File: src/rtl/mul_div_unit.sv
// mul_div_unit: iterative radix-2 multiply/divide unit holding the HI/LO
// architectural registers. Multiply is shift-add, divide is restoring
// shift-subtract; each takes WIDTH RUN cycles plus one FIX cycle.
// Build option: define MDU_DIV_EN to include the divider datapath. Without
// it, DIVU/DIV complete as one-cycle no-ops that leave HI/LO untouched.
module mul_div_unit #(
  parameter int WIDTH = 32
) (
  input  logic             clk,
  input  logic             rst,
  input  logic             start,
  input  logic [1:0]       op,
  input  logic [WIDTH-1:0] a,
  input  logic [WIDTH-1:0] b,
  input  logic             wr_hi,
  input  logic             wr_lo,
  input  logic [WIDTH-1:0] wd,
  output logic             busy,
  output logic             done,
  output logic             stall,
  output logic [WIDTH-1:0] hi,
  output logic [WIDTH-1:0] lo
);
  localparam int CW = (WIDTH > 1) ? $clog2(WIDTH) : 1;
  localparam logic [CW-1:0] LAST = CW'(WIDTH - 1);

  typedef enum logic [1:0] {IDLE, RUN, FIX} state_t;

  state_t             state;
  logic [CW-1:0]      cnt;

  logic [WIDTH-1:0]   ma_p;
  logic               neg_q_p;
  logic [2*WIDTH-1:0] prod_p;
  logic [WIDTH:0]     mul_sum;
  logic [2*WIDTH-1:0] mul_res;
  logic [WIDTH-1:0]   res_hi;
  logic [WIDTH-1:0]   res_lo;

`ifdef MDU_DIV_EN
  logic [WIDTH-1:0]   mb_p;
  logic [WIDTH-1:0]   a_raw_p;
  logic [WIDTH-1:0]   rem_p;
  logic [WIDTH-1:0]   quo_p;
  logic               div_p;
  logic               neg_r_p;
  logic               divz_p;
  logic [WIDTH:0]     shifted;
  logic               ge;
  logic [WIDTH-1:0]   sub;
  logic [WIDTH-1:0]   rem_nxt;
`endif

  // Magnitude of a two's-complement operand when the op is signed.
  function automatic logic [WIDTH-1:0] mag(input logic signed [WIDTH-1:0] v,
                                           input logic sgn);
    mag = (sgn && v[WIDTH-1]) ? ((~v) + WIDTH'(1)) : v;
  endfunction

  // Two's-complement negation of a single-width result.
  function automatic logic [WIDTH-1:0] negw(input logic signed [WIDTH-1:0] v);
    negw = (~v) + WIDTH'(1);
  endfunction

  // Two's-complement negation of the double-width product.
  function automatic logic [2*WIDTH-1:0] neg2w(input logic signed [2*WIDTH-1:0] v);
    neg2w = (~v) + (2*WIDTH)'(1);
  endfunction

  assign stall   = busy | start;
  assign mul_sum = {1'b0, prod_p[2*WIDTH-1:WIDTH]} + (prod_p[0] ? {1'b0, ma_p} : '0);
  assign mul_res = neg_q_p ? neg2w(prod_p) : prod_p;

`ifdef MDU_DIV_EN
  assign shifted = {rem_p, quo_p[WIDTH-1]};
  assign ge      = shifted >= {1'b0, mb_p};
  assign sub     = WIDTH'(shifted - {1'b0, mb_p});
  assign rem_nxt = ge ? sub : shifted[WIDTH-1:0];
`endif

  // Final HI/LO values presented during FIX, with sign and special-case fixes.
  always_comb begin
    res_hi = mul_res[2*WIDTH-1:WIDTH];
    res_lo = mul_res[WIDTH-1:0];
`ifdef MDU_DIV_EN
    if (div_p) begin
      if (divz_p) begin
        res_hi = a_raw_p;
        res_lo = '1;
      end else begin
        res_hi = neg_r_p ? negw(rem_p) : rem_p;
        res_lo = neg_q_p ? negw(quo_p) : quo_p;
      end
    end
`endif
  end

  // Operand latch at start and one radix-2 iteration per RUN cycle.
  always_ff @(posedge clk) begin
    if (state == IDLE && start) begin
      ma_p    <= mag(a, op[0]);
      neg_q_p <= op[0] & (a[WIDTH-1] ^ b[WIDTH-1]);
      prod_p  <= {{WIDTH{1'b0}}, mag(b, op[0])};
`ifdef MDU_DIV_EN
      mb_p    <= mag(b, op[0]);
      a_raw_p <= a;
      div_p   <= op[1];
      neg_r_p <= op[0] & a[WIDTH-1];
      divz_p  <= (b == '0);
      rem_p   <= '0;
      quo_p   <= mag(a, op[0]);
`endif
    end else if (state == RUN) begin
`ifdef MDU_DIV_EN
      if (div_p) begin
        rem_p <= rem_nxt;
        quo_p <= {quo_p[WIDTH-2:0], ge};
      end else begin
        prod_p <= {mul_sum, prod_p[WIDTH-1:1]};
      end
`else
      prod_p <= {mul_sum, prod_p[WIDTH-1:1]};
`endif
    end
  end

  // Control FSM, HI/LO registers and the done/busy handshake.
  always_ff @(posedge clk or negedge rst) begin
    if (!rst) begin
      state <= IDLE;
      cnt   <= '0;
      busy  <= 1'b0;
      done  <= 1'b0;
      hi    <= '0;
      lo    <= '0;
    end else begin
      done <= 1'b0;
      case (state)
        IDLE: begin
          if (start) begin
`ifdef MDU_DIV_EN
            state <= RUN;
            busy  <= 1'b1;
            cnt   <= '0;
`else
            if (op[1]) begin
              done <= 1'b1;
            end else begin
              state <= RUN;
              busy  <= 1'b1;
              cnt   <= '0;
            end
`endif
          end else begin
            if (wr_hi) hi <= wd;
            if (wr_lo) lo <= wd;
          end
        end
        RUN: begin
          cnt <= cnt + CW'(1);
          if (cnt == LAST) state <= FIX;
        end
        FIX: begin
          state <= IDLE;
          busy  <= 1'b0;
          done  <= 1'b1;
          hi    <= res_hi;
          lo    <= res_lo;
        end
        default: state <= IDLE;
      endcase
    end
  end

endmodule
File: config.mk
export PLATFORM = sky130hd
export DESIGN_NAME = mul_div_unit
export DESIGN_NICKNAME = d
export VERILOG_FILES = /design/src/rtl/mul_div_unit.sv
export SDC_FILE = /design/constraint.sdc
export NUM_CORES = 1
export LEC_CHECK = 0
export BUFFER_PORTS_ARGS = -buffer_cell sky130_fd_sc_hd__clkbuf_2
export CORE_ASPECT_RATIO = 1.2
export CORE_MARGIN = 5
export CORE_UTILIZATION = 34
export DETAILED_ROUTE_END_ITERATION = 6
export GPL_ROUTABILITY_DRIVEN = 0
export GPL_TIMING_DRIVEN = 0
export PLACE_DENSITY = 0.61
export SYNTH_ARGS = -nofsm -noshare
export SYNTH_HDL_FRONTEND = slang
export SYNTH_SLANG_ARGS = --single-unit
File: constraint.sdc
create_clock -name clk -period 7.85 [get_ports clk]
set_input_delay 0.785 -clock clk [delete_from_list [all_inputs] [get_ports clk]]
set_output_delay 0.785 -clock clk [all_outputs]
set_load 0.02 [all_outputs]
After elaboration in Yosys (flattened, before gate mapping):

Index checks and enable logic that the tools add are counted.

* equality and inequality tests: 9
* $add $sub $neg: 5
* reduce and logical (&&, ||, !) cells: 12
* muxes and demuxes: 25
* bitwise logic cells: 6

Operator list (count)
* 32-bit two-way mux: 9
* 32-bit one-hot mux with 2 select lines: 2
* 32-bit by 2-bit adder with 32-bit output (second input constant): 2
* 64-bit by 2-bit adder with 64-bit output (second input constant): 1
* 64-bit two-way mux: 1
* 32-bit NOT: 2
* 64-bit NOT: 1
* 32-bit by 32-bit adder with 33-bit output: 1
* 3-bit AND reduction: 5
* 5-bit two-way mux: 2
* 2-bit inequality test (second input constant): 5
* 5-bit one-hot mux with 2 select lines: 1
* 2-bit two-way mux: 3
* 2-bit nonzero test: 3
* 5-bit by 1-bit adder with 5-bit output (second input constant): 1
* 5-bit equality test (second input constant): 1
* 1-bit two-way mux: 4
* 1-bit one-hot mux with 2 select lines: 2
* 2-bit one-hot mux with 2 select lines: 1
* 1-bit logical AND: 3
* 2-bit by 1-bit equality test with 1-bit output (second input constant): 1
* 2-bit equality test (second input constant): 1
* 2-bit zero test: 1
* 2-bit by 1-bit inequality test with 1-bit output (second input constant): 1
* other kinds (3): 3

* output and inout port bits: 67
* input bits: 103
* register bits: 170

Depth between registers and ports, before layout:

Gate-level depths: netlist of the first run.

* depth in word-level cells: 4
* depth in mapped cells: 12
* gate-level depth less buffers: 10

Least setup slack after synthesis of the first run:

OpenSTA, ideal clock, no wires.

* path kind: register to register
* start: reg prod_p[0]
* end: reg prod_p[57]
* path slack: 4700 ps
* stages on the path, launching flop included: 12
* path buffers: 2
* arrival: 3020 ps
* cells stage by stage: edfxtp_1 -> clkbuf_1 -> clkbuf_1 -> and2_1 -> fa_1 -> a21o_1 -> a221oi_1 -> a2111oi_0 -> o31ai_1 -> o31ai_1 -> a221oi_1 -> a21oi_1

* longest elaborated chain between the ends: 2

Ends and longest elaborated chain
* from (decl): RTL line 34 `logic [2*WIDTH-1:0] prod_p;`
* from (signal assigned): RTL line 103 `prod_p <= {{WIDTH{1'b0}}, mag(b, op[0])};`
* from (signal assigned): RTL line 122 `prod_p <= {mul_sum, prod_p[WIDTH-1:1]};`
* 32-bit two-way mux: RTL line 71 `assign mul_sum = {1'b0, prod_p[2*WIDTH-1:WIDTH]} + (prod_p[0] ? {1'b0, ma_p} : '0);`
* 32-bit by 32-bit adder with 33-bit output: RTL line 71

Every way passes these cells.
A chain may end at the register's enable or synchronous reset.

Worst setup path after layout of the first run:

Same ends and word-level chain as after synthesis.

==> results of run 1 <==
## layout make-up
class | count | share of cell area, %
plain buffers | 68 | 2.00
clock buffers | 17 | 3.22
clock inverters | 15 | 1.00
inverters | 22 | 0.625
multi-input cells | 1031 | 49.0
flip-flops and latches | 170 | 33.5
well taps | 412 | 3.90
repair buffers | 171 | 6.78
## synth_stat cells (all sizes together), types with 7 or more instances
cell and instances:
nand2 176, o221ai 22, o31ai 32, or4 13, edfxtp 65, nor2 97
a211oi 13, and2 40, a22o 7, nand3 22, nand2b 8, dfrtp 73
xnor2 51, inv 22, or3 15, a221oi 9, nor4 22, o41ai 14
nor3 26, dfxtp 32, nor2b 13, ha 37, or2 9, xor2 86
nand4 13, a31oi 8, o21ai 118, mux2i 10, clkbuf 64, a21oi 80
o22ai 7, a21o 19, a22oi 7
## placed cells by master, fill, tap and decap left out, types with 26 or more instances in the layout
master / count
dfxtp_1: 32
o21ai_0: 114
xor2_1: 86
dfrtp_1: 73
ha_1: 37
clkbuf_2: 169
xnor2_1: 51
a21oi_1: 80
clkbuf_1: 63
nand2_1: 176
nor3_1: 26
nor2_1: 97
o31ai_1: 32
and2_1: 40
edfxtp_1: 65
## stage by stage
step	total power [mW]	hold slack (ns)	setup slack (ns)
2_1_floorplan	3.01	0.468	4.70
3_3_place_gp	3.70	0.458	3.74
3_5_place_dp	3.75	0.465	3.66
4_1_cts	4.55	0.334	3.64
5_1_grt	4.89	0.350	3.43
6_report	4.56	0.321	3.68
## how the worst max path moves through the flow
stage                   start         end  slack [ns]  depth (start not counted)
CTS                 prod_p[0]  prod_p[57]        3.64                         11
floorplan           prod_p[0]  prod_p[57]        4.70                         11
finish              prod_p[0]  prod_p[57]        3.68                         11
detailed placement  prod_p[0]  prod_p[57]        3.66                         11
global route        prod_p[0]  prod_p[53]        3.43                         11
global placement    prod_p[0]  prod_p[57]        3.74                         11
## logic make-up after synthesis
logic type / Yosys count / synth area share (%)
adder cells (fa/ha/maj): 38 / 4.30
XOR/XNOR: 137 / 10.7
AO/OA/AOI/OAI: 370 / 21.2
AND/OR/NAND/NOR: 472 / 20.2
buffers and inverters: 90 / 3.07
multiplexers: 14 / 1.29
flip-flops: 170 / 39.3
## worst reg2reg max path, cell delays in order, from the launching register on
cell and delay [ns]:
edfxtp_1 0.32, clkbuf_1 0.52, clkbuf_1 0.30, and2_1 0.18, ha_1 0.28, a21o_1 0.22, a221oi_1 0.56, a2111oi_0 0.30
o31ai_1 0.82, o31ai_1 0.22, a221oi_1 0.25, a21oi_1 0.07
## state kept, by name, summed over array words and instances (netlist names)
signal,flops
busy,1
state,2
lo,32
ma_p,32
neg_q_p,1
hi,32
cnt,5
prod_p,64
done,1
## power by group
| group | switching [mW] | leakage [nW] | internal [mW] |
|---|---|---|---|
| logic | 1.24 | 3.47 | 0.802 |
| clock network | 0.395 | 0.268 | 0.417 |
| registers | 0.428 | 1.80 | 1.28 |
| total | 2.07 | 5.54 | 2.50 |
## layer usage
metal  routed length (µm)  share of wire (%)  global-route usage, %  vias to the layer above
met5                    0                  0                      0                        -
met4                 1210                3.3                   6.89                        0
met3                 2760                7.5                   3.73                       76
met2                17900                 49                   33.8                      418
met1                15000                 41                   24.9                     5058
li1                     -                  -                      -                     5118
==> impl_metrics.toml, run 1 <==
[routing]
first_pass_iters = 5
initialDrtViolationCount = 913
route.detailed.drc = 0
num_vias = 10700
wirelength_um = 37000
avgViaCountPerCell = 5.60
detail-route-antenna-nets = 0
wl_per_cell_um = 19.4

[global_routing]
track_usage_pct = 19.7
grt_antenna_before_repair = 1
grt_max_degree = 44
grt_pass1_vias = 10300
gr-total-overflow = 0
grt_pass1_wl_um = 57400

[sta]
tightest_slew_ns = 1.24
max_freq_mhz = 240
finalCritPeriodShare_pct = 53.1
fin_worst_skew_ns = 0.0120
setup_viol = 0
period_needed_ns = 4.17
slew_headroom_pct = 17.1
final-hold-violation-count = 0
drv_slew = 0
fin_setup_tns_ns = 0
rsz0062_at_grt = "no"

[die]
ios = 170
design.core.area_mm2 = 0.0329
die_w_um = 176
initial_core_util_pct = 34.2
rows = 73
die_area_mm2 = 0.0368
die_h_um = 209

[worst_setup_path]
ff2ff_path_depth = 11
critPathBufInv = 2
rr_endpoint = "prod_p[57]"
r2r-start = "prod_p[0]"
critPathTopFamily = "compound AO/OA/AOI/OAI gates"
arrival_ns = 4.48
crit_path_max_incr_delay_ns = 0.82
rrSetupSlack_ns = 3.68
path_max_fanout = 10
crit_chain = "clkbuf_1 -> clkbuf_1 -> and2_1 -> ha_1 -> a21o_1 -> a221oi_1 -> a2111oi_0 -> o31ai_1 -> o31ai_1 -> a221oi_1 -> a21oi_1"
slowest_stage = "o31ai_1"
startpoint_type = "flip-flop"
path_class = "flip-flop to flip-flop"
crit_path_end_kind = "flip-flop"
cp.required_ns = 8.16

[finish]
multiInputGateArea_mm2 = 0.00647
fin_cells = 1906
antenna_cells = 0
drive_above_1_share_pct = 15.1
layout.nets = 1622
seq_area_mm2 = 0.00442
synthToLayoutAreaGrowth_pct = 17.5
design_area_mm2 = 0.0132
post-route-util_pct = 40.2
fillers = 3343

[pwr]
p_leak_nw = 5.54
power_density_mw_per_mm2 = 345
vdd_drop_max_mv = 0.184

[yosys]
syn_area_per_cell_um2 = 8.71
async_flop_share_pct = 42.9
yosysSeqAreaShare_pct = 39.3
netlist.area_leader.share_pct = 17.4
ys_top_cells_by_area = "edfxtp_1 17%, dfrtp_1 16%, xor2_1 6.7%"
synth_cells = 1291
yosysTopAreaCell = "edfxtp_1"
yosys.cell_types.count = 63
yosys_warnings = 0
synth_ff_type = "dfrtp_1"
synth_edf_count = 65
syn-num-nets = 1432
syn_area_mm2 = 0.0112
synth_seq_cells = 170

[flow_run]
maxCapViolations = 0

[clock_network]
clock-sinks = 170
root_buffer = "clkbuf_16"
cts.htree.levels = 4
cts_tree = "yes"
cts_resized = 0
clk_latency_ns = 0.45
post_cts_buffers = 0
clk_pin_slew_ns = 0.08
hold_buffers = 0
cts_buffers = 17
cts_buffer_depth = 2

[status]
run_status = "finished, final reports clean"

[placed_design]
dp_hpwl_um = 30000
placed_area_mm2 = 0.0127
placed_cells = 1874
portBuffers = 169

[hold_path]
hp-class = "input pin to asynchronous set/reset pin"
No activity file was read; power rests on OpenSTA's default activity.
==> run 2, diff against run 1 <==
ABC_AREA = 1   (was unset)
clock period = 3.9 ns   (was 7.85 ns; I/O delays follow)
==> run 2 against run 1 <==
  * Critical path depth down 7
  * Maximum frequency increased by 40%
  * Global-route usage is 1.3 points higher
  * Clock-buffer cell count rose by 6
  * Design area rose by 18%
  * Clock skew increased by 0.0025 ns
  * Synthesized cell count rose by 55%
  * Non-clock buffer count down 9
  * Via count rose by 29%
  * Combinational power rose to 3.0 times the previous value
  * First-iteration DRC count rose by 3.6%
  * Largest power group unchanged
  * Highest routed layer unchanged
==> impl_metrics.toml, run 2 <==
[status]
run_status = "finished, final reports clean"

[sta]
rsz0062_at_grt = "no"
period_needed_ns = 2.97
slew_headroom_pct = 12.5
holdWs_ns = 0.136
max_freq_mhz = 337
fin_worst_skew_ns = 0.0145
finalWorstSetupSlack_ns = 0.929
tightest_slew_ns = 1.31
drv_slew = 0
finalCritPeriodShare_pct = 76.2
fin_setup_tns_ns = 0
final-hold-violation-count = 0
setup_viol = 0

[yosys]
async_flop_share_pct = 42.9
synth_seq_cells = 170
synthXorXnorAreaFrac_pct = 4.01
synth_ff_type = "dfrtp_1"
netlist.area_leader.share_pct = 16.1
yosys_warnings = 0
synth_edf_count = 65
yosysTopAreaCell = "nand2_1"
syn-num-nets = 2145
yosys.cell_types.count = 52
synth_cells = 2004
syn_area_per_cell_um2 = 6.64
synthMuxAreaShare_pct = 0
yosysMostFrequentCell = "nand2_1"
synth_common_cells = "572 x nand2_1, 283 x inv_1, 233 x nor2_1"
yosysSeqAreaShare_pct = 33.2
synth_top_family_by_area = "simple AND/OR/NAND/NOR gates"
synth_compound_area_share_pct = 13.6
ys_top_cells_by_area = "nand2_1 16%, edfxtp_1 15%, dfrtp_1 14%"
synth-adder-area-share_pct = 3.63
syn_area_mm2 = 0.0133
yosys.area_share.simple_pct = 34.9

[routing]
route.detailed.drc = 0
wl_met2_um = 21500
wl_per_cell_um = 17.0
highest_layer = "met4"
first_pass_iters = 5
avgViaCountPerCell = 5.04
detail-route-antenna-nets = 0
wl_met1_um = 20300
wirelength_um = 46500
num_vias = 13800
wl_met3_um = 3180
initialDrtViolationCount = 946

[placed_design]
portBuffers = 169
placed_cells = 2701
dp_hpwl_um = 38600
post-place-ws_ns = 0.916
placed_area_mm2 = 0.0149

[worst_setup_path]
path_max_fanout = 32
crit_chain = "nor2_1 -> inv_1 -> clkbuf_1 -> nand2_1"
arrival_ns = 3.02
slowest_stage = "nand2_1"
ff2ff_path_depth = 4
crit_path_max_incr_delay_ns = 1.04
startpoint_type = "flip-flop"
r2r-start = "state[1]"
rr_endpoint = "prod_p[4]"
rrSetupSlack_ns = 0.93
path_class = "flip-flop to flip-flop"
crit_path_end_kind = "flip-flop"
cp.required_ns = 3.95

[pwr]
seqPwrFrac_pct = 31.2
switching_share_pct = 48.6
clockPowerShare_pct = 16.0
pwr-share-comb_pct = 52.8
vdd_drop_max_mv = 0.412
power_density_mw_per_mm2 = 755
p_leak_nw = 7.68
design_power_total_mw = 11.7
intPower_mw = 6.03
p_switching_mw = 5.70

[hold_path]
hp-class = "input pin to flip-flop"
hold_path_end = "ma_p[0]"
whs_path_depth = 1
min_from = "a[0]"

[clock_network]
root_buffer = "clkbuf_16"
clk_pin_slew_ns = 0.07
clock-sinks = 170
clk_latency_ns = 0.45
cts.htree.levels = 4
cts_buffers = 17
cts_tree = "yes"
cts_resized = 0
cts_buffer_depth = 2

[finish]
regMostFlops = "prod_p"
final_cell_mix = "572 x nand2_1, 283 x inv_1, 233 x nor2_1"
layout.nets = 2336
post-route-util_pct = 40.1
fin_cells = 2735
mostFrequentLayoutCell = "nand2_1"
synthToLayoutAreaGrowth_pct = 16.6
design_area_mm2 = 0.0155
fillers = 4200
largest_reg_flops = 64
drive_above_1_share_pct = 13.1

[die]
die_h_um = 227
rows = 79
initial_core_util_pct = 34.4
die_w_um = 191
ios = 170
design.core.area_mm2 = 0.0387
die_area_mm2 = 0.0432

[flow_run]
maxCapViolations = 0

[global_routing]
gr-total-overflow = 0
grt_pass1_vias = 13000
grt_max_degree = 51
grt_pass1_wl_um = 71200
grt_antenna_before_repair = 1
track_usage_pct = 21.0
==> run 2: area by class of cell <==
type,count,area [µm²],area share (%)
diodes,1,2.50,0.0161
clock buffers,23,510,3.29
clock inverters,9,134,0.862
repair buffers,172,906,5.84
inverters,289,1090,7.00
flip-flops and latches,170,4420,28.5
multi-input cells,1487,7470,48.1
plain buffers,58,342,2.20
well taps,526,658,4.24
==> run 2: layer usage <==
metal  global-route usage [%]  vias to the layer above
li1                         -                     6856
met1                     28.2                     6282
met2                     34.9                      562
met3                     2.88                       72
met4                     7.37                        0
met5                        0                        -
==> run 2: logic make-up (layout without fill, tap and decap cells) <==
family                     after synthesis  after routing
adders and majority gates               38             38
xor gates and xnor gates                61             61
DFF                                    170            170
and+or+nand+nor                       1088           1088
other                                    0              1
buffers and inverters                  347            551
AOI/OAI and AO/OA                      300            300
==> run 2: power groups by stage <==
stage               clock, mW  sequential, mW  combinational [mW]
global route             1.97            3.73                6.94
detailed placement          0            3.64                6.10
floorplan                   0            3.69                4.05
global placement            0            3.63                6.00
CTS                      1.89            3.61                6.14
finish                   1.88            3.65                6.19
==> run 2: what timing repair did <==
item / 4_1_cts / 5_1_grt
endpoints found under the hold margin: 23 / 0
hold buffers: 1 / 0
buffers inserted: 0 / 0
==> run 2: worst max-delay path by stage <==
| stage | startpoint | end | depth (start not counted) |
|---|---|---|---|
| finish | state[1] | prod_p[4] | 4 |
| global placement | start | prod_p[29] | 5 |
| CTS | state[1] | prod_p[20] | 4 |
| floorplan | state[0] | prod_p[22] | 5 |
| global route | state[1] | prod_p[20] | 4 |
| detailed placement | state[1] | prod_p[4] | 4 |
==> run 2: worst max-delay path, delay by kind of cell, from the launching register on <==
kind	cells	cell delay (ns)
AND/OR/NAND/NOR	2	1.54
buffers and inverters	2	0.54
flip-flops	1	0.47
==> run 3, diff against run 2 <==
ABC_AREA = 0   (was 1)
PLACE_DENSITY = 0.63   (was 0.61)
clock period = 2.47 ns   (was 3.9 ns; I/O delays follow)
==> run 3 against run 2 <==
  * The run now ends with design-rule violations, negative setup slack left
  * Register-to-register slack worse by 1.3 ns
  * Highest routed layer unchanged
  * Core utilization up 6.7 points
  * Total power grew 53%
==> impl_metrics.toml, run 3 (synthesis gave the netlist of run 1 again) <==
[status]
run_status = "finished, violations left"
violations = "design-rule violations, negative setup slack"

[global_routing]
grt_max_degree = 59
grt_pass1_wl_um = 60700
grt_pass1_vias = 10900
gr-total-overflow = 0
track_usage_pct = 20.7
grt_antenna_before_repair = 0

[placed_design]
post-place-ws_ns = -1.08
placed_cells = 1873
dp_hpwl_um = 30000
portBuffers = 169

[routing]
initialDrtViolationCount = 955
first_pass_iters = 7
num_vias = 11300
avgViaCountPerCell = 5.72
detail-route-antenna-nets = 0
wirelength_um = 40900
route.detailed.drc = 5
wl_per_cell_um = 20.7

[sta]
slew_headroom_pct = 34.6
fin_worst_skew_ns = 0.0151
final-hold-violation-count = 0
fin_setup_tns_ns = -11.18
drv_slew = 0
tightest_slew_ns = 0.981
setup_viol = 62
finalCritPeriodShare_pct = 116
holdWs_ns = 0.0364
period_needed_ns = 2.86
finalWorstSetupSlack_ns = -0.391
max_freq_mhz = 350
rsz0062_at_grt = "yes"

[finish]
antenna_cells = 0
layout.nets = 1689
fin_cells = 1973
largest_reg_flops = 64
regMostFlops = "prod_p"
synthToLayoutAreaGrowth_pct = 36.9
drive_above_1_share_pct = 31.9
final_cell_mix = "174 x clkbuf_2, 165 x nand2_1, 87 x nor2_1"
mostFrequentLayoutCell = "clkbuf_2"

[flow_run]
maxCapViolations = 0

[die]
die_h_um = 209
design.core.area_mm2 = 0.0329
rows = 73
die_w_um = 176
ios = 170
initial_core_util_pct = 34.2
die_area_mm2 = 0.0368

[clock_network]
cts_buffers = 17
cts_buffer_depth = 2
root_buffer = "clkbuf_16"
cts.htree.levels = 4
clk_latency_ns = 0.44
cts_tree = "yes"
clock-sinks = 170
clk_pin_slew_ns = 0.08

[worst_setup_path]
cp.required_ns = 2.78
rrSetupSlack_ns = -0.39
path_class = "flip-flop to flip-flop"
crit_path_end_kind = "flip-flop"
startpoint_type = "flip-flop"
arrival_ns = 3.17
path_max_fanout = 6

[pwr]
design_power_total_mw = 17.9
power_density_mw_per_mm2 = 1160
pwr-share-comb_pct = 52.5
switching_share_pct = 45.3
intPower_mw = 9.80
p_switching_mw = 8.12
vdd_drop_max_mv = 0.606
clockPowerShare_pct = 15.7
p_leak_nw = 6.31
seqPwrFrac_pct = 31.7

[hold_path]
hp-class = "input pin to flip-flop"
==> run 3: worst max-delay path, stage by stage (launching register included) <==
cell and delay, ns:
edfxtp_1 0.40, buf_8 0.16, and2_4 0.15, ha_4 0.15
fa_2 0.33, a21o_1 0.20, a221oi_4 0.33, a2111oi_4 0.15
o31ai_4 0.29, buf_6 0.16, o21bai_1 0.07, xnor2_1 0.24
o21ai_1 0.08
==> run 3: metal layers <==
layer	wire, µm	track usage (%)
met1	15900	25.7
met2	20300	36.4
met3	2860	3.37
met4	1790	7.48
met5	0	0
==> run 3: final cells by class <==
class / count / area, µm²
repair buffers: 245 / 1540
repair inverters: 1 / 7.51
clock inverters: 15 / 180
clock buffers: 17 / 425
plain buffers: 60 / 292
flip-flops and latches: 170 / 4430
fillers: 3030 / 17500
well taps: 412 / 515
multi-input cells: 1031 / 7910
inverters: 22 / 88.8
==> run 3: worst paths after layout <==
path / start / end / cells after the start
max: prod_p[0] / prod_p[55] / 12
min: a[0] / ma_p[0] / 1
max reg2reg: prod_p[0] / prod_p[55] / 12
min reg2reg: lo[6] / lo[6] / 1
max in group asynchronous: rst / lo[15] / 3
min in group asynchronous: rst / lo[13] / 2
==> run 3: power groups by stage <==
stage / logic, mW / registers [mW] / clock network (mW)
2_1_floorplan: 4.42 / 5.36 / 0
3_3_place_gp: 6.56 / 5.42 / 0
3_5_place_dp: 6.67 / 5.46 / 0
4_1_cts: 7.97 / 5.55 / 2.83
5_1_grt: 10.1 / 5.80 / 2.94
6_report: 9.41 / 5.69 / 2.82
==> run 3: through the flow <==
| stage | util [%] | instance area, µm² |
|---|---|---|
| 2_1_floorplan | - | 11400 |
| 3_3_place_gp | 38.7 | 12700 |
| 3_5_place_dp | 38.8 | 12800 |
| 4_1_cts | 44.4 | 14600 |
| 5_1_grt | 46.8 | 15400 |
| 6_report | 46.8 | 15400 |
==> run 3: repair_timing <==
item / in CTS / in global routing
hold endpoints to repair: 15 / 0
pin swaps: 65 / 75
gates resized for setup: 184 / 148
cloned: 2 / 0
hold buffers: 1 / 0
buffers inserted: 51 / 26
setup endpoints to repair: 107 / 146
